===== src/rtl/bus_hold_arbiter_if.sv =====
// Hold request/acknowledge bundle between the arbiter, external masters and the BCU.
interface bus_hold_arbiter_if #(
  parameter int unsigned NREQ    = 2,
  parameter int unsigned OWNER_W = 2
);
  logic [NREQ-1:0]    hold_req;
  logic [NREQ-1:0]    hold_ack;
  logic               cpu_hold;
  logic               cpu_idle;
  logic               cpu_n_buslock;
  logic               bus_float;
  logic [OWNER_W-1:0] bus_owner;
  logic               busy;

  // Arbiter side
  modport master (
    input  hold_req, cpu_idle, cpu_n_buslock,
    output hold_ack, cpu_hold, bus_float, bus_owner, busy
  );

  // Requester / BCU side
  modport slave (
    output hold_req, cpu_idle, cpu_n_buslock,
    input  hold_ack, cpu_hold, bus_float, bus_owner, busy
  );
endinterface


===== src/rtl/bus_hold_arbiter.sv =====
// Round-robin bus hold arbiter: parks the BCU at a cycle boundary, grants one
// external master at a time and guarantees the CPU a window between grants.
module bus_hold_arbiter #(
  parameter int unsigned NREQ      = 2,
  parameter int unsigned CPU_SLOTS = 4,
  parameter int unsigned OWNER_W   = 2
) (
  input  logic                clk,
  input  logic                reset,
  input  logic                ce_2,
  bus_hold_arbiter_if.master  bus
);

  localparam int unsigned CNT_W = (CPU_SLOTS < 1) ? 1 : $clog2(CPU_SLOTS + 1);
  localparam int unsigned PTR_W = (NREQ < 2) ? 1 : $clog2(NREQ);

  typedef enum logic [1:0] {
    CPU_OWN   = 2'd0,
    HOLD_WAIT = 2'd1,
    GRANTED   = 2'd2,
    RELEASE   = 2'd3
  } state_t;

  state_t             state_q, state_d;
  logic [NREQ-1:0]    ack_q, ack_d;
  logic               cpu_hold_q, cpu_hold_d;
  logic               float_q, float_d;
  logic [OWNER_W-1:0] owner_q, owner_d;
  logic               busy_q, busy_d;
  logic [PTR_W-1:0]   rr_q, rr_d;
  logic [CNT_W-1:0]   slot_q, slot_d;

  logic               win_found;
  logic [PTR_W-1:0]   win_idx;

  // Round-robin search: first active request at or above rr_q, wrapping.
  always_comb begin
    win_found = 1'b0;
    win_idx   = '0;
    for (int unsigned i = 0; i < NREQ; i++) begin
      if (!win_found && bus.hold_req[PTR_W'((32'(rr_q) + i) % NREQ)]) begin
        win_found = 1'b1;
        win_idx   = PTR_W'((32'(rr_q) + i) % NREQ);
      end
    end
  end

  // Next-state and next-output logic.
  always_comb begin
    state_d    = state_q;
    ack_d      = ack_q;
    cpu_hold_d = cpu_hold_q;
    float_d    = float_q;
    owner_d    = owner_q;
    rr_d       = rr_q;
    slot_d     = slot_q;

    case (state_q)
      CPU_OWN: begin
        if (slot_q != CNT_W'(CPU_SLOTS)) begin
          slot_d = slot_q + CNT_W'(1);
        end
        if ((|bus.hold_req) && (slot_q == CNT_W'(CPU_SLOTS))) begin
          state_d    = HOLD_WAIT;
          cpu_hold_d = 1'b1;
        end
      end
      HOLD_WAIT: begin
        if (!(|bus.hold_req)) begin
          state_d    = CPU_OWN;
          cpu_hold_d = 1'b0;
        end else if (bus.cpu_idle && bus.cpu_n_buslock && win_found) begin
          state_d = GRANTED;
          ack_d   = NREQ'(1) << win_idx;
          float_d = 1'b1;
          owner_d = OWNER_W'(win_idx) + OWNER_W'(1);
          rr_d    = PTR_W'((32'(win_idx) + 32'd1) % NREQ);
        end
      end
      GRANTED: begin
        // No preemption: only the current owner's request matters.
        if ((bus.hold_req & ack_q) == '0) begin
          state_d = RELEASE;
          ack_d   = '0;
        end
      end
      RELEASE: begin
        // One turnaround tick with drivers still floated.
        state_d    = CPU_OWN;
        float_d    = 1'b0;
        cpu_hold_d = 1'b0;
        owner_d    = '0;
        slot_d     = '0;
      end
      default: begin
        state_d = CPU_OWN;
      end
    endcase

    busy_d = (state_d != CPU_OWN);
  end

  // State and registered outputs; synchronous reset beats ce_2.
  always_ff @(posedge clk) begin
    if (reset) begin
      state_q    <= CPU_OWN;
      ack_q      <= '0;
      cpu_hold_q <= 1'b0;
      float_q    <= 1'b0;
      owner_q    <= '0;
      busy_q     <= 1'b0;
      rr_q       <= '0;
      slot_q     <= CNT_W'(CPU_SLOTS);
    end else if (ce_2) begin
      state_q    <= state_d;
      ack_q      <= ack_d;
      cpu_hold_q <= cpu_hold_d;
      float_q    <= float_d;
      owner_q    <= owner_d;
      busy_q     <= busy_d;
      rr_q       <= rr_d;
      slot_q     <= slot_d;
    end
  end

  assign bus.hold_ack  = ack_q;
  assign bus.cpu_hold  = cpu_hold_q;
  assign bus.bus_float = float_q;
  assign bus.bus_owner = owner_q;
  assign bus.busy      = busy_q;

endmodule


===== src/flat_wrapper.sv =====
// flat-port wrapper written by rule: the top's interface ports become plain ports
module bus_hold_arbiter_flat 
#(
  parameter int unsigned NREQ      = 2,
  parameter int unsigned CPU_SLOTS = 4,
  parameter int unsigned OWNER_W   = 2
)
  (clk, reset, ce_2, bus_hold_req, bus_cpu_idle, bus_cpu_n_buslock, bus_hold_ack, bus_cpu_hold, bus_bus_float, bus_bus_owner, bus_busy);
  bus_hold_arbiter_if #(.NREQ(NREQ), .OWNER_W(OWNER_W)) bus_i ();
  input  logic clk;
  input  logic reset;
  input  logic ce_2;
  input wire logic [$bits(bus_i.hold_req)-1:0] bus_hold_req;
  input wire logic [$bits(bus_i.cpu_idle)-1:0] bus_cpu_idle;
  input wire logic [$bits(bus_i.cpu_n_buslock)-1:0] bus_cpu_n_buslock;
  output wire logic [$bits(bus_i.hold_ack)-1:0] bus_hold_ack;
  output wire logic [$bits(bus_i.cpu_hold)-1:0] bus_cpu_hold;
  output wire logic [$bits(bus_i.bus_float)-1:0] bus_bus_float;
  output wire logic [$bits(bus_i.bus_owner)-1:0] bus_bus_owner;
  output wire logic [$bits(bus_i.busy)-1:0] bus_busy;
  assign bus_i.hold_req = bus_hold_req;
  assign bus_i.cpu_idle = bus_cpu_idle;
  assign bus_i.cpu_n_buslock = bus_cpu_n_buslock;
  assign bus_hold_ack = bus_i.hold_ack;
  assign bus_cpu_hold = bus_i.cpu_hold;
  assign bus_bus_float = bus_i.bus_float;
  assign bus_bus_owner = bus_i.bus_owner;
  assign bus_busy = bus_i.busy;
  bus_hold_arbiter #(.NREQ(NREQ), .CPU_SLOTS(CPU_SLOTS), .OWNER_W(OWNER_W)) u_core (.clk(clk), .reset(reset), .ce_2(ce_2), .bus(bus_i));
endmodule

===== config.mk =====
export PLATFORM = sky130hd
export DESIGN_NAME = bus_hold_arbiter_flat
export DESIGN_NICKNAME = d
export VERILOG_FILES = /design/src/rtl/bus_hold_arbiter_if.sv /design/src/rtl/bus_hold_arbiter.sv /design/src/flat_wrapper.sv
export SDC_FILE = /design/constraint.sdc
export NUM_CORES = 1
export LEC_CHECK = 0
export CORE_AREA = 4 4 41 43
export DETAILED_ROUTE_END_ITERATION = 12
export DIE_AREA = 0 0 45 47
export MAX_ROUTING_LAYER = met4
export PLACE_DENSITY_LB_ADDON = 0.25
export SYNTH_ARGS = -nofsm -noshare
export SYNTH_HDL_FRONTEND = slang
export SYNTH_SLANG_ARGS = --single-unit
export TNS_END_PERCENT = 5

===== constraint.sdc =====
create_clock -name clk -period 2.9 [get_ports clk]
set_input_delay 0.58 -clock clk [delete_from_list [all_inputs] [get_ports clk]]
set_output_delay 0.58 -clock clk [all_outputs]
set_load 0.01 [all_outputs]

After elaboration in Yosys (flattened, before gate mapping)
Cells that the tools add are included.
{ "classes": {"n_addsub": 4, "magnitude_cmp": 2, "eq_ne": 11, "shifts": 1, "mux": 28, "bitwise": 1, "reduce_logical": 18} }
{ "ops": {"columns": ["op", "n"], "rows": [
  ["$mux W2", 9],
  ["$mux W1", 12],
  ["$reduce_and A4 Y1", 3],
  ["$ne A2 B1 Y1 const B", 5],
  ["$pmux W2 S2", 2],
  ["$pmux W2 S4", 1],
  ["$reduce_bool A2 Y1", 4],
  ["$pmux W3 S2", 1],
  ["$reduce_and A5 Y1", 1],
  ["$eq A2 B2 Y1 const B", 2],
  ["$logic_and A1 B1 Y1", 4],
  ["$logic_not A2 Y1", 2],
  ["$lt A1 B2 Y1 const B", 2],
  ["$add A3 B1 Y3 const B", 1],
  ["$eq A3 B3 Y1 const B", 1],
  ["$mux W3", 1],
  ["$ne A3 B3 Y1 const B", 1],
  ["$pmux W1 S3", 1],
  ["$reduce_and A3 Y1", 1],
  ["$reduce_bool A3 Y1", 1],
  ["$add A1 B1 Y1 const B", 2],
  ["$add A1 B1 Y2 const B", 1],
  ["$and A2 B2 Y2", 1],
  ["$eq A2 B1 Y1 const B", 1],
  ["other kinds (5)", 5]
]} }
{ "word_totals": {"reg_bits": 13, "in_bits": 7, "word_cells": 73} }

Logic depth before layout (Yosys ltp)
Gate-level depths: netlist (run 1).
{ "depth": {"word_depth": 11, "ltp_mapped": 6, "ltp_nobuf": 6} }

Worst setup path before layout (run 1)
Ideal clock, no wire load.
{ "synth_timing": {"path_type": "input -> register", "start": "input port ce_2", "end": "register u_core.ack_q[1], in the netlist u_core.bus.hold_ack[1]", "t_arrival_ps": 1541, "t_required_ps": 2827, "setup_slack_ps": 1286, "path_stages": 4, "n_path_buf": 0, "cell_sequence": "inv_1 -> or4_4 -> or2_1 -> o22ai_2"} }
{ "synth_via": {"elab_chain_cells": 1} }
{ "synth_lines": {"columns": ["item", "line_no", "text"], "rows": [
  ["start: declaration", "flat_wrapper.sv:12", "input logic ce_2;"],
  ["$reduce_and A5 Y1 (no line)", null, null],
  ["end signal: assignment", "bus_hold_arbiter.sv:116", "ack_q <= ack_d;"],
  ["end: declaration", "bus_hold_arbiter.sv:25", "logic [NREQ-1:0] ack_q, ack_d;"]
]} }
Every way passes these cells.
A chain may end at the register's enable or synchronous reset.

Worst setup path after layout (run 1)
{ "layout_timing": {"start": "input port bus_hold_req[1]", "end": "register u_core.ack_q[1], in the netlist u_core.bus.hold_ack[1]"} }
{ "layout_via": {"elab_chain_cells": 10, "elab_cells_between_ends": 22, "classes_between": "3 x eq/ne; 1 x shift; 11 x mux; 1 x bitwise; 6 x reduce/logical"} }
{ "layout_lines": {"columns": ["item", "line_no", "text"], "rows": [
  ["start: declaration", "flat_wrapper.sv:13", "input wire logic [$bits(bus_i.hold_req)-1:0] bus_hold_req;"],
  ["$mux W1 (implied by the code) (2 in series)", "bus_hold_arbiter.sv:41", "if (!win_found && bus.hold_req[PTR_W'((32'(rr_q) + i) % NREQ)]) begin"],
  ["$mux W1", "bus_hold_arbiter.sv:41", null],
  ["$logic_not A1 Y1", "bus_hold_arbiter.sv:41", null],
  ["$logic_and A1 B1 Y1", "bus_hold_arbiter.sv:41", null],
  ["$mux W1", "bus_hold_arbiter.sv:41", null],
  ["$shl A1 B1 Y2", "bus_hold_arbiter.sv:74", "ack_d = NREQ'(1) << win_idx;"],
  ["$mux W2", "bus_hold_arbiter.sv:72", "end else if (bus.cpu_idle && bus.cpu_n_buslock && win_found) begin"],
  ["$mux W2", "bus_hold_arbiter.sv:69", "if (!(|bus.hold_req)) begin"],
  ["$pmux W2 S2", "bus_hold_arbiter.sv:58", "case (state_q)"]
]} }
Parallel ways exist; a longest one is shown, timed or not. The select of a mux whose other input is x is not followed.

==> results of run 1 <==
-- worst max-delay path by stage --
stage | end | slack (ns) | cells past startpoint
after CTS | u_core.bus.hold_ack[1] | 1.0 | 5
after global routing | u_core.bus.bus_owner[1] | 0.93 | 5
after global placement | u_core.bus.bus_owner[1] | 0.72 | 5
final | u_core.bus.hold_ack[1] | 0.98 | 5
after floorplan | u_core.bus.hold_ack[1] | 1.29 | 4
after detailed placement | u_core.bus.hold_ack[1] | 0.70 | 5
-- synth_stat cells, types with 2 or more instances --
| cell type | instances | area, sq um |
|---|---|---|
| inv_1 | 4 | 15.01 |
| nor2_1 | 5 | 18.77 |
| nand3_1 | 3 | 15.01 |
| a21oi_1 | 9 | 45.04 |
| o21ai_0 | 5 | 25.02 |
| ha_1 | 2 | 25.02 |
| clkbuf_1 | 2 | 7.510 |
| o21bai_1 | 2 | 15.01 |
| nand2b_1 | 3 | 18.77 |
| nand2_1 | 10 | 37.54 |
| dfxtp_1 | 13 | 260.3 |
| nor3_1 | 3 | 15.01 |
| buf_2 | 2 | 10.01 |
| o22ai_1 | 2 | 12.51 |
-- state kept, by name, indices dropped and copies added, names as in the netlist --
name	count
u_core.slot_q	3
u_core.bus.bus_owner	2
u_core.bus.hold_ack	2
u_core.state_q	2
u_core.bus.bus_float	1
u_core.bus.busy	1
u_core.bus.cpu_hold	1
u_core.rr_q	1
-- cell type report --
class / count / share of cell area [%]
sequential: 13 / 31.71
timing repair buffer: 15 / 17.68
inverter: 4 / 1.829
clock buffer: 4 / 3.201
multi-input combinational: 59 / 43.29
tap: 15 / 2.287
-- where the power goes --
group	internal, uW	switching (uW)	total [uW]
registers	185	6.60	191
logic	26.6	23.3	50.0
clock network	53.4	59.3	113
total	265	89.2	354
-- per-layer routing --
metal,vias to the layer above,track usage [%],wire length (um)
li1,319,-,-
met2,18,23.45,619
met4,0,12.28,36
met1,266,20.97,674
met3,4,3.448,69
met5,-,-,0
-- cells by family (layout without fill, tap and decap cells) --
group	Yosys count	in the layout
AND/OR/NAND/NOR	29	29
buffers and inverters	8	23
adder cells (fa/ha/maj)	2	2
flip-flops	13	13
AO/OA/AOI/OAI	28	28
-- per-stage QoR --
| step | instance area [sq um] | instances |
|---|---|---|
| 2_1_floorplan | 648.1 | 80 |
| 3_3_place_gp | 794.5 | 106 |
| 3_5_place_dp | 794.5 | 106 |
| 4_1_cts | 820.8 | 110 |
| 5_1_grt | 820.8 | 110 |
| 6_report | 820.8 | 110 |
-- cells in the final DEF (no fill, tap or decap), types with 2 or more instances in the layout --
| cell type | instances |
|---|---|
| clkdlybuf4s50_1 | 13 |
| nor2_1 | 5 |
| ha_1 | 2 |
| dfxtp_1 | 13 |
| nand2b_1 | 3 |
| o22ai_1 | 2 |
| nand3_1 | 3 |
| buf_4 | 2 |
| a21oi_1 | 9 |
| o21ai_0 | 5 |
| nand2_1 | 10 |
| nor3_1 | 3 |
| clkbuf_4 | 3 |
| o21bai_1 | 2 |
| inv_1 | 4 |
-- critical path: stages --
cell and delay (ns):
clkdlybuf4s50_1 0.56, nor2_2 0.09, or4_4 0.51, or2_1 0.26
o22ai_2 0.14
==> impl_summary.md, run 1 <==
Synth
The cell area that synthesis handed to floorplanning was 648.1 sq um. The number of different library cells in the post-synthesis netlist is 29. In this run, synthesis produced a sequential element count of 13.

In this run, synthesis inferred 0 flip-flops with an integrated enable. Of the synthesized area, sequential elements account for 40.15%. The post-synthesis average cell area is 8.102 sq um. The adder and majority cell fraction of the synthesized area is 3.861%. The complex-gate fraction of the synthesized area is 29.15%. The gate count after technology mapping is 80. Measured against the total synthesized area, the mux share comes to 0%. The synthesized net count is 89. The main combinational cell family by area after synthesis is compound AO/OA/AOI/OAI gates. The async set-or-reset flop fraction in the synthesized netlist is 0%. The most used flip-flop cell after synthesis is dfxtp_1. Of the total synthesized cell area, the portion taken by XOR and XNOR cells is 0%. The Yosys step of the flow raised 0 warnings.

The area share of and/or/nand/nor cells after synthesis is 21.81%.

Global route
The first global-routing pass estimated 2463 um of wire. After global routing the overflow that remains totals 0. Global routing used 16.72% of the available tracks. The initial antenna violation count is 0. Entering global routing, the biggest net connects 17 pins. The via count of the first global-routing pass is 586.

Route
In the final routed layout, each cell accounts on average for 12.72 um. The total number of vias is 607. Dividing the detail-routed via count by the number of cells gives 5.518. The count of nets left with antenna violations after detail routing is 0.

The number of iterations in the first detailed-routing pass is 4. The violation count after the first detailed-routing iteration is 8. For this run, design rule violations remaining after detail routing come to 0. For this block, the routed nets add up to 1399 um of wire.

CTS
Clock tree synthesis found a total of 13 sinks. The insertion delay to the later sink of the worst-skew pair is 0.28 ns. In this run, post-CTS repair resized a total of 0 instances. The number of CTS-inserted buffers is 3. TritonCTS built the clock tree. The number of hold-repair buffers added at the cts stage is 0. Clock-pin slew was measured on the worst setup and hold paths at 0.08 ns. The longest clock path from root to sink contains 2 buffers. In this run the number of H-tree levels came out at 1. The root buffer cell is clkbuf_4. The number of buffers inserted to repair setup after CTS is 0.

Critical path
For the worst flop-to-flop path, the logic depth is 6. The critical path class is in2reg. The worst setup path is launched from an input port. The critical path arrival is 2.14 ns. The capture instance of the worst register-to-register path is u_core.slot_q[1]. The critical path starts at bus_hold_req[1]. Along the worst path, the maximum fanout reaches 5. The startpoint of the worst-slack reg-to-reg timing path is u_core.slot_q[0].

The element type at the critical path end is a flip-flop. The required time of the critical path is 3.11 ns. The register-to-register setup slack is 1.29 ns.

Floorplan
Once the floorplan was initialized, standard cells occupied 49.81% of the core. The full die area is 2115 sq um. The width of the chip is 45 um. The number of standard-cell rows in the floorplan is 13. The area of the core is 1301 sq um. 14 I/O pins were placed. From bottom edge to top edge, the die measures 47 um.

Timing
The portion of the clock cycle consumed by the worst path in the final layout is 66.26%. The minimum period implied by the final worst setup slack is 1.922 ns. The minimum setup slack in the final design is 0.9784 ns. The hold violation count in the final report is 0.

Hold timing on the final database bottoms out at a slack of 0.4587 ns. Headroom to the max-slew limit came out at 68.27%. For the pin with the worst max-slew slack, the measured transition is 0.4723 ns. Derived from the worst setup path, the maximum achievable clock frequency is 0.5204 GHz. Setup repair after global routing left no endpoint under its margin.

For the final database, setup skew stands at 0.005714 ns. The final total negative setup slack is 0 ns. Setup violations remaining at the end of the flow were counted as 0. The max-slew violation total from the final report is 0.

Flow run
The count of max-cap constraint violations is 0.

Finish
The area taken by flip-flops and latches is 260.3 sq um. Measured on the finished design, the core utilization comes to 63.08%. The final layout contains 105 nets. The multi-input logic area is 355.3 sq um.

The synthesis-to-finish area growth is 26.64%. Cells with a size suffix above 1 make up 9.474% of the layout. The layout has 131 filler cells.

The diode insertion count for antenna repair is 0.

Pwr
Across the VDD grid, the largest voltage drop is 0.2509 mV. The static power due to leakage is 0.0003070 uW. The power per cell area is 431.4 nW/um^2. After layout, the design draws a total of 354.1 uW.

Worst hold path
The worst hold path stage count is 2. The startpoint of the worst hold path is u_core.bus.bus_owner[0]. The worst hold-check path type is reg2reg.

The destination of the worst hold path is u_core.bus.bus_owner[0].

Place
At the placement stage, the worst setup path has a slack of 0.7029 ns. The placer congestion estimate is 0.8284. The count of input and output buffers is 13. The detailed placer's ending HPWL is 1056 um.

Status
The run finished with clean final reports.
(Power assumes the default switching activity.)
==> run 2, diff against run 1 <==
--- a/config.mk
+++ b/config.mk
@@ -5,9 +5,10 @@
 export SDC_FILE = /design/constraint.sdc
 export NUM_CORES = 1
 export LEC_CHECK = 0
-export CORE_AREA = 4 4 41 43
+export CORE_ASPECT_RATIO = 0.9
+export CORE_MARGIN = 4
+export CORE_UTILIZATION = 43
 export DETAILED_ROUTE_END_ITERATION = 12
-export DIE_AREA = 0 0 45 47
 export MAX_ROUTING_LAYER = met4
 export PLACE_DENSITY_LB_ADDON = 0.25
 export SYNTH_ARGS = -nofsm -noshare
==> constraint.sdc (replaced) <==
create_clock -name clk -period 1.7 [get_ports clk]
set_input_delay 0.34 -clock clk [delete_from_list [all_inputs] [get_ports clk]]
set_output_delay 0.34 -clock clk [all_outputs]
set_load 0.01 [all_outputs]
==> run 2 against run 1 <==
Net effect:
- sequential power rose by 71%
- wire length rose by 10%
- hold slack got worse by 0.0033 ns
- via count rose by 11%
- first-iteration DRC count rose by 100%
- cell area rose by 9.3%
- final cell count rose by 8.2%
- sequential share of layout area fell by 2.7 points
- global-route usage fell by 0.91 points
- clock power rose by 79%
- die area rose by 3.7%
==> impl_summary.md, run 2 (synthesis results as in run 1) <==
Finish
The flip-flop count of the largest register after layout was 3 (unchanged). The fraction of the core area covered by cells at the end of the flow is 62.67% (-0.40 points). The synthesis-to-finish area growth is 38.42%. Ranked by flip-flop count, first place goes to u_core.slot_q. The layout cell share with drive strength beyond 1 is 18.27% (+8.8 points). Leaving out fill and tap cells, the most frequent cells in the layout are clkdlybuf4s50_1 (13), dfxtp_1 (13), buf_4 (11).

The number of nets in the finished design was 114 (+8.6%). The diode insertion count for antenna repair is 0 (unchanged).

Worst hold path
The startpoint of the worst hold path is u_core.bus.bus_owner[0]. The worst hold path belongs to the class reg2reg.

Timing
The hold violation count in the final report was 0 (unchanged). Setup repair after global routing left no endpoint under its margin. The routed design could run at a clock period as short as 1.576 ns.

The setup skew after layout is 0.004424 ns (-0.001289 ns). The final critical path takes up 92.69% of the cycle. The transition at the pin with the smallest max-transition slack came to 0.3981 ns (-0.07424 ns). The count of endpoints failing setup in the final report is 0 (unchanged). The worst slack on hold paths came to 0.4554 ns (-0.003268 ns). The normalized max-slew margin came to 73.43% (+5.2 points).

The minimum setup slack in the final design is 0.1242 ns (-0.8542 ns). The max-slew violation total from the final report came to 0 (unchanged). Derived from the worst setup path, the maximum achievable clock frequency is 0.6346 GHz.

Floorplan
The full die area is 2193 sq um (+3.7%). The number of standard-cell rows in the floorplan was 13 (unchanged). The width of the chip is 48.93 um (+8.7%).

The top-level port count is 14 (unchanged). The area of the core is 1431 sq um (+10%). The starting density of the core is 45.28% (-4.5 points). The die extent in y was 44.83 um (-4.6%).

Critical path
The startpoint of the worst-slack reg-to-reg timing path is u_core.slot_q[0]. The worst setup path is captured at a flip-flop. The setup path with the least slack is of type in2reg.

The cell with the largest stage delay on the worst path is or4_4. The peak fanout along the critical path was 2 (-3). The register-to-register setup slack is 0.15 ns (-1.14 ns).

The critical path arrival is 1.79 ns (-0.35 ns). The worst stage delay on the critical path came to 0.52 ns (-0.04 ns). Walking the worst path, the cells encountered are clkdlybuf4s50_1, inv_1, or4_4, or2_1, o22ai_2. The required time of the critical path came to 1.92 ns (-1.19 ns). The top cell family by delay on the critical path is simple AND/OR/NAND/NOR gates. The element type at the critical path start is an input port.

The critical path buffer and inverter count was 2 (+1). In this run the worst setup path begins at ce_2.

Pwr
The clock power share is 32.0% (+0.2 points). The reported net switching power is 170.3 uW (+91%). The combinational share of power is 16.2% (+2.1 points).

The fraction of power spent switching nets came to 27.01% (+1.8 points). The static power due to leakage came to 0.0003535 uW (+15%). The design internal power is 460.0 uW (+74%). The power per cell area came to 702.5 nW/um^2 (+63%). The power share of the sequential group came to 51.8% (-2.3 points).

The maximum VDD drop is 0.4708 mV (+88%).

Route
The total number of vias came to 673 (+11%). The per-cell routed wire length is 12.98 um (+2.1%). The final routed wirelength across all metal layers is 1545 um (+10%). The highest routed metal layer is met4. The remaining design rule violation count is 0 (unchanged). The met2 wire length is 678 um (+9.5%). The number of iterations in the first detailed-routing pass was 4 (unchanged). The violation count after the first detailed-routing iteration is 16 (+8). The routed length on met3 is 105 um (+52%). The count of nets left with antenna violations after detail routing came to 0 (unchanged).

The total routed wire length on the met1 layer came to 751 um (+11%). The number of vias per cell after detailed routing is 5.655 (+2.5%).

CTS
The H-tree depth reported by CTS is 1 (unchanged). The CTS sink count came to 13 (unchanged). The buffer depth of the longest clock path is 2 (unchanged). The clock tree from TritonCTS is done. The root buffer cell is clkbuf_4. The clock transition at the register clock pins on the worst setup and hold paths after CTS is 0.09 ns (about the same).

The number of CTS-inserted buffers was 3 (unchanged). The number of buffers inserted to repair setup after CTS was 0 (unchanged). The insertion delay to the later sink of the worst-skew pair is 0.28 ns (about the same).

Status
The run finished with clean final reports.

Global route
The via count of the first global-routing pass came to 593 (+1.2%). The maximum number of pins on one net before global-route repair is 16 (-1). The first-pass GRT wire length is 2587 um (+5.0%). The total global routing track utilization came to 15.81% (-0.91 points).

The initial antenna violation count was 0 (unchanged). The global route total overflow is 0 (unchanged).

Place
The count of input and output buffers came to 13 (unchanged). The minimum setup slack after placement is -0.1629 ns (-0.8658 ns). The detailed placer's ending HPWL was 1153 um (+9.2%). The placer congestion estimate is 0.8008 (-3.3%).

Flow run
The count of max-cap constraint violations is 0 (unchanged).
-- run 2: metal layers --
| layer | vias up | track usage [%] |
|---|---|---|
| li1 | 339 | - |
| met1 | 312 | 20.49 |
| met2 | 20 | 22.92 |
| met3 | 2 | 5.941 |
| met4 | 0 | 4.839 |
| met5 | - | - |
-- run 2: power groups by stage --
| stage | logic [uW] | clock network, uW | registers [uW] |
|---|---|---|---|
| 3_5_place_dp | 102 | 0 | 333 |
| 5_1_grt | 110 | 220 | 328 |
| 4_1_cts | 103 | 205 | 325 |
| 3_3_place_gp | 101 | 0 | 332 |
| 6_report | 102 | 202 | 326 |
| 2_1_floorplan | 44.6 | 0 | 331 |
-- run 2: through the flow --
| step | TNS (ns) | std cells | area (sq um) | power (uW) |
|---|---|---|---|---|
| floorplan | 0 | 80 | 648.1 | 375.5 |
| global placement | -0.5315 | 115 | 862.1 | 432.9 |
| detailed placement | -0.6096 | 115 | 862.1 | 434.4 |
| CTS | 0 | 119 | 889.6 | 632.6 |
| global route | 0 | 119 | 897.1 | 659.2 |
| finish | 0 | 119 | 897.1 | 630.3 |
-- run 2: path summary, 6_finish.rpt --
kind / to / depth (start not counted)
hold reg to reg: u_core.bus.bus_owner[0] / 2
hold / removal: u_core.bus.bus_owner[0] / 2
setup reg to reg: u_core.bus.cpu_hold / 7
setup / recovery: u_core.bus.hold_ack[1] / 5
-- run 2: area by class of cell --
| class | instances | area, sq um |
|---|---|---|
| clock buffers | 3 | 22.52 |
| clock inverters | 1 | 5.005 |
| fillers | 137 | 534.3 |
| inverters | 4 | 15.01 |
| multi-input cells | 59 | 362.8 |
| flip-flops and latches | 13 | 260.3 |
| well taps | 15 | 18.77 |
| repair buffers | 24 | 212.7 |
-- run 2: tightest hold or removal path, cell delays in order (launching register included) --
cell,delay (ns)
dfxtp_1,0.31
nand2_1,0.05
a21oi_1,0.05
-- run 2: timing repair --
item / in CTS / in global routing
resized for setup: 0 / 1
hold buffers: 0 / 0
setup endpoints to repair: 0 / 2
